`src/rtl/encin_qdec.sv`:
```
// encin_qdec - quadrature encoder input decoder.
//
// Samples the asynchronous A/B encoder lines through a 2-FF synchronizer,
// filters each line over pFILT clocks, and decodes the filtered pair 4x.
// Maintains a wrapping position, a saturating signed net edge count, the
// direction of the last edge, the clock period between the last two edges
// and a sticky illegal-transition flag.
//
// Parameters
//   pFILT          filter depth in clocks (1..15)
// Ports
//   i_pclk         clock, rising edge
//   i_presetn      asynchronous active-low reset
//   i_ence         decode enable
//   i_pol          direction polarity (1 inverts count direction)
//   i_posmax       position wrap limit, position range 0..i_posmax
//   i_load         pulse: load position from i_poscnt_init
//   i_poscnt_init  position load value
//   i_clr          pulse: clear o_edgecnt and o_err
//   i_enc_a/b      asynchronous encoder lines
//   o_poscnt       current position
//   o_edgecnt      signed net edge count
//   o_pdcnt        clocks between the last two valid edges
//   o_dir          direction of last valid edge, 1 = increment
//   o_edge         one-cycle pulse per valid edge
//   o_err          sticky illegal-transition flag
module encin_qdec #(
  parameter int pFILT = 3
) (
  input  logic        i_pclk,
  input  logic        i_presetn,
  input  logic        i_ence,
  input  logic        i_pol,
  input  logic [15:0] i_posmax,
  input  logic        i_load,
  input  logic [15:0] i_poscnt_init,
  input  logic        i_clr,
  input  logic        i_enc_a,
  input  logic        i_enc_b,
  output logic [15:0] o_poscnt,
  output logic [15:0] o_edgecnt,
  output logic [15:0] o_pdcnt,
  output logic        o_dir,
  output logic        o_edge,
  output logic        o_err
);

  localparam logic [3:0] FILT_LAST = 4'(pFILT - 1);

  // Bit 1 carries line A and bit 0 line B, so {A,B} reads naturally.
  logic [1:0]  sync1;
  logic [1:0]  sync2;
  logic [1:0]  filt;
  logic [1:0]  prev;
  logic [3:0]  cnt [2];
  logic [15:0] timer;

  logic        fwd;
  logic        rev;
  logic        illegal;
  logic        valid;
  logic        up;
  logic [15:0] pos_next;
  logic [15:0] edge_next;
  logic [15:0] timer_inc;

  // Synchronizer and per-line filter: a new level must persist for pFILT
  // consecutive clocks at the synchronizer output before it is accepted.
  always_ff @(posedge i_pclk or negedge i_presetn) begin
    if (!i_presetn) begin
      sync1 <= '0;
      sync2 <= '0;
      filt  <= '0;
      for (int i = 0; i < 2; i++) cnt[i] <= '0;
    end else begin
      sync1 <= {i_enc_a, i_enc_b};
      sync2 <= sync1;
      for (int i = 0; i < 2; i++) begin
        if (sync2[i] == filt[i]) begin
          cnt[i] <= '0;
        end else if (cnt[i] == FILT_LAST) begin
          filt[i] <= sync2[i];
          cnt[i]  <= '0;
        end else begin
          cnt[i] <= cnt[i] + 4'd1;
        end
      end
    end
  end

  // Gray-code step decode of previous vs current filtered state.
  always_comb begin
    fwd = 1'b0;
    rev = 1'b0;
    case ({prev, filt})
      4'b00_10, 4'b10_11, 4'b11_01, 4'b01_00: fwd = 1'b1;
      4'b10_00, 4'b11_10, 4'b01_11, 4'b00_01: rev = 1'b1;
      default: ;
    endcase
  end

  assign illegal = (prev ^ filt) == 2'b11;
  assign valid   = i_ence & (fwd | rev);
  assign up      = fwd ^ i_pol;

  // Next-value arithmetic: wrapping position, saturating edge count and
  // saturating period timer.
  always_comb begin
    pos_next  = o_poscnt;
    edge_next = o_edgecnt;
    if (up) begin
      pos_next = (o_poscnt >= i_posmax) ? 16'd0 : o_poscnt + 16'd1;
      if (o_edgecnt != 16'h7FFF) edge_next = o_edgecnt + 16'd1;
    end else begin
      pos_next = (o_poscnt == 16'd0) ? i_posmax : o_poscnt - 16'd1;
      if (o_edgecnt != 16'h8000) edge_next = o_edgecnt - 16'd1;
    end
    timer_inc = (timer == 16'hFFFF) ? 16'hFFFF : timer + 16'd1;
  end

  always_ff @(posedge i_pclk or negedge i_presetn) begin
    if (!i_presetn) begin
      prev      <= '0;
      timer     <= '0;
      o_poscnt  <= '0;
      o_edgecnt <= '0;
      o_pdcnt   <= '0;
      o_dir     <= 1'b0;
      o_edge    <= 1'b0;
      o_err     <= 1'b0;
    end else begin
      // prev tracks the filtered state even while disabled so that
      // re-enabling never produces a spurious step.
      prev   <= filt;
      o_edge <= valid;

      if (i_load) begin
        o_poscnt <= i_poscnt_init;
      end else if (valid) begin
        o_poscnt <= pos_next;
      end

      if (i_clr) begin
        o_edgecnt <= '0;
      end else if (valid) begin
        o_edgecnt <= edge_next;
      end

      // A same-cycle illegal transition beats the clear.
      if (i_ence && illegal) begin
        o_err <= 1'b1;
      end else if (i_clr) begin
        o_err <= 1'b0;
      end

      if (valid) o_dir <= up;

      if (!i_ence) begin
        timer <= '0;
      end else if (valid) begin
        o_pdcnt <= timer_inc;
        timer   <= '0;
      end else begin
        timer <= timer_inc;
      end
    end
  end

endmodule

```
`config.mk`:
```
export PLATFORM = sky130hd
export DESIGN_NAME = encin_qdec
export DESIGN_NICKNAME = d
export VERILOG_FILES = /design/src/rtl/encin_qdec.sv
export SDC_FILE = /design/constraint.sdc
export NUM_CORES = 1
export LEC_CHECK = 0
export ABC_CLOCK_PERIOD_IN_PS = 5560
export BUFFER_PORTS_ARGS = -buffer_cell sky130_fd_sc_hd__buf_2
export CORE_MARGIN = 3
export CORE_UTILIZATION = 32
export CTS_CLUSTER_SIZE = 12
export DETAILED_ROUTE_END_ITERATION = 7
export GPL_TIMING_DRIVEN = 0
export PLACE_DENSITY_LB_ADDON = 0.12
export SYNTH_ARGS = -nofsm -noshare
export SYNTH_HDL_FRONTEND = slang
export SYNTH_SLANG_ARGS = --single-unit
```
`constraint.sdc`:
```
create_clock -name i_pclk -period 5.56 [get_ports i_pclk]
set_clock_uncertainty 0.1 [all_clocks]
set_input_delay 0.556 -clock i_pclk [delete_from_list [all_inputs] [get_ports i_pclk]]
set_output_delay 0.556 -clock i_pclk [all_outputs]
set_load 0.05 [all_outputs]
```
==> metrics.cfg <==
[status]
outcome=complete, no violations

[sta]
tightest_slew_ns=0.8361
setup_violations=0
finalHoldViolCount=0
post-route-min-period_ns=4.052
slew_violations=0
rsz0062_at_grt=no
fin_setup_tns_ns=0
fin_hold_ws_ns=0.2097
timing.fmax_mhz=246.8
relSlewSlack=0.4375
worst_slack_ns=1.508
period_share=0.7287

[hold_path]
hold_depth=1
worstHoldStart=i_enc_a
hold_end=sync1[1]
hp-class=primary input to flop

[cts]
htree_levels=3
worstSkewPairLatency_ns=0.35
postCtsSetupBuffers=0
tritoncts.num_buffers=9
numClockSinks=83
clk_pin_slew_ns=0.08
postCtsHoldBufs=1
cts_tree=yes
root_buffer=clkbuf_16
clock_path_buffers=2
cts_resized=0

[finish]
n_antenna_cell=0
area_delta_synth_final_pct=19.21
final_util=0.3980
final_nets=832
fin_area_um2=6740
finalNonFillerCells=990
drive_above_1_share=0.1922

[floorplanning]
start_util=0.3339
die_w_um=138.9
core_area_um2=16940
row_count=47
die_h_um=138.9
die_area_um2=19300
ios=91

[setup_path]
crit_path_end_kind=flop
startpoint_type=flop
r2r_slack_ns=1.51
cp.required_ns=5.70
slowest_delay_ns=0.56
ff2ff_path_depth=12
crit_path_top_delay_cell=buf_1
critPathBufInv=2
critPathMaxFanout=10
arrival_ns=4.19
worst_path_most_repeated_cell=nand2_1
cp_cell_sequence=xor2_1 -> or3_1 -> nand2_1 -> buf_2 -> buf_1 -> xnor2_1 -> ha_1 -> nor3_1 -> nand2_1 -> or4_1 -> a21oi_2 -> mux2_2
critical_path_class=flop to flop
r2r-end=o_edgecnt[12]
cp_top_family=simple AND/OR/NAND/NOR gates
rr_startpoint=filt[0]

[yosys]
yosysSeqAreaShare=0.3673
syn_inst=662
async_reset_ff_frac=1.000
yosys_warnings=0
yosys_register_bits=83
synth_top_area_frac=0.3673
yosys.area.top_type=dfrtp_1
postSynthAreaPerCell_um2=8.541
synth_area_leaders=dfrtp_1, ha_1, nor2_1
synth.most_common_cell=dfrtp_1
synth_edf_count=0
yosys.cell_types.count=71
synthFlopType=dfrtp_1
syn_area_um2=5654
synth_common_cells=dfrtp_1, nor2_1, nand2_1
synth_fp_nets=729

[power]
comb_power_share=0.606
power_mw=4.160
seqPwrFrac=0.235
p_leak_nw=3.020
switching_share=0.5304
power.switching_mw=2.206
p_per_area_nw_per_um2=617.1
vdd_drop_max_uv=228.0
clkPwrFrac=0.160
p_int_mw=1.953

[grt]
overflow=0
grt_pass1_vias=5264
grt_max_degree=70
grt_use_total=0.1824
grt_antenna_before_repair=0
grt_pass1_wl_um=28590

[routing]
first_pass_iters=5
viasPerCell=5.369
wire_per_inst_um=17.72
vias=5315
drtAntennaViolNets=0
first_iter_violations=499
wirelength_um=17540
drcViolationCount=0

[place]
place_inst=973
portBuffers=90
pre_cts_slack_ns=1.480
place_area_um2=6410
hpwl_um=12850
gp_congestion=0.8976

[job]
maxCapViolations=0

## layer usage
| layer | GRT usage | wire length, um |
|---|---|---|
| met5 | 0 | 0 |
| met4 | 0.04995 | 269 |
| met3 | 0.03862 | 948 |
| met2 | 0.2897 | 8116 |
| met1 | 0.2529 | 8203 |
## worst max path at each step
stage | from | end | slack, ns | cells after the start
after floorplan | filt[0] | o_edgecnt[12] | 2.23 | 12
after global placement | i_pol | o_edgecnt[12] | 1.49 | 12
after detailed placement | i_pol | o_edgecnt[12] | 1.48 | 12
after CTS | filt[0] | o_edgecnt[12] | 1.49 | 12
after global routing | filt[0] | o_edgecnt[12] | 1.21 | 12
final | filt[0] | o_edgecnt[12] | 1.51 | 12
## area by class of cell
class,instances,area [um2]
Fill cell,1747,10200
Multi-Input combinational cell,504,3224
Sequential cell,83,2077
Timing Repair Buffer,92,490.5
Tap cell,220,275.3
Clock buffer,9,225.2
Buffer,41,225.2
Inverter,34,127.6
Clock inverter,7,95.09
## sequential cells by signal, indices dropped and copies added (netlist names), 2 cells and up
signal / cells
cnt: 8
filt: 2
o_edgecnt: 16
o_pdcnt: 16
o_poscnt: 16
prev: 2
sync1: 2
sync2: 2
timer: 16
## power groups by stage
stage,Combinational (mW),Clock [mW],Sequential [mW]
6_report,2.52,0.664,0.976
3_5_place_dp,2.50,0,0.989
3_3_place_gp,2.47,0,0.979
4_1_cts,2.51,0.677,0.977
2_1_floorplan,1.46,0,1.32
5_1_grt,2.77,0.699,1.00
## layout by cell type (no fill, tap or decap), types with 5 or more instances in the layout
master	instances
and4_1	6
dfrtp_1	83
and3_1	6
xor2_1	13
clkbuf_1	21
or2_2	5
o211ai_1	11
o2bb2ai_1	5
o22ai_1	6
nand3_1	20
inv_1	33
mux2i_1	7
or3_1	11
nor2b_1	9
a21oi_1	27
ha_1	27
buf_2	96
a22o_1	5
and2_1	5
o21a_1	5
nor4_1	9
nand2_1	63
mux2_2	10
o21ai_0	45
nand4_1	16
nor2_1	80
clkbuf_16	9
xnor2_1	28
nor3_1	16
a31oi_1	9
or4_1	5
## cell families (layout without fill, tap and decap cells)
| family | Yosys count | count (layout) | share of synthesized area |
|---|---|---|---|
| adders and majority gates | 27 | 27 | 0.05975 |
| DFF | 83 | 83 | 0.3673 |
| buffers and inverters | 75 | 183 | 0.06240 |
| AOI/OAI and AO/OA | 149 | 149 | 0.1713 |
| muxes | 18 | 18 | 0.03496 |
| xor gates and xnor gates | 41 | 41 | 0.06351 |
| and+or+nand+nor | 269 | 269 | 0.2408 |
Note: power is estimated with default switching activity, not from simulation.
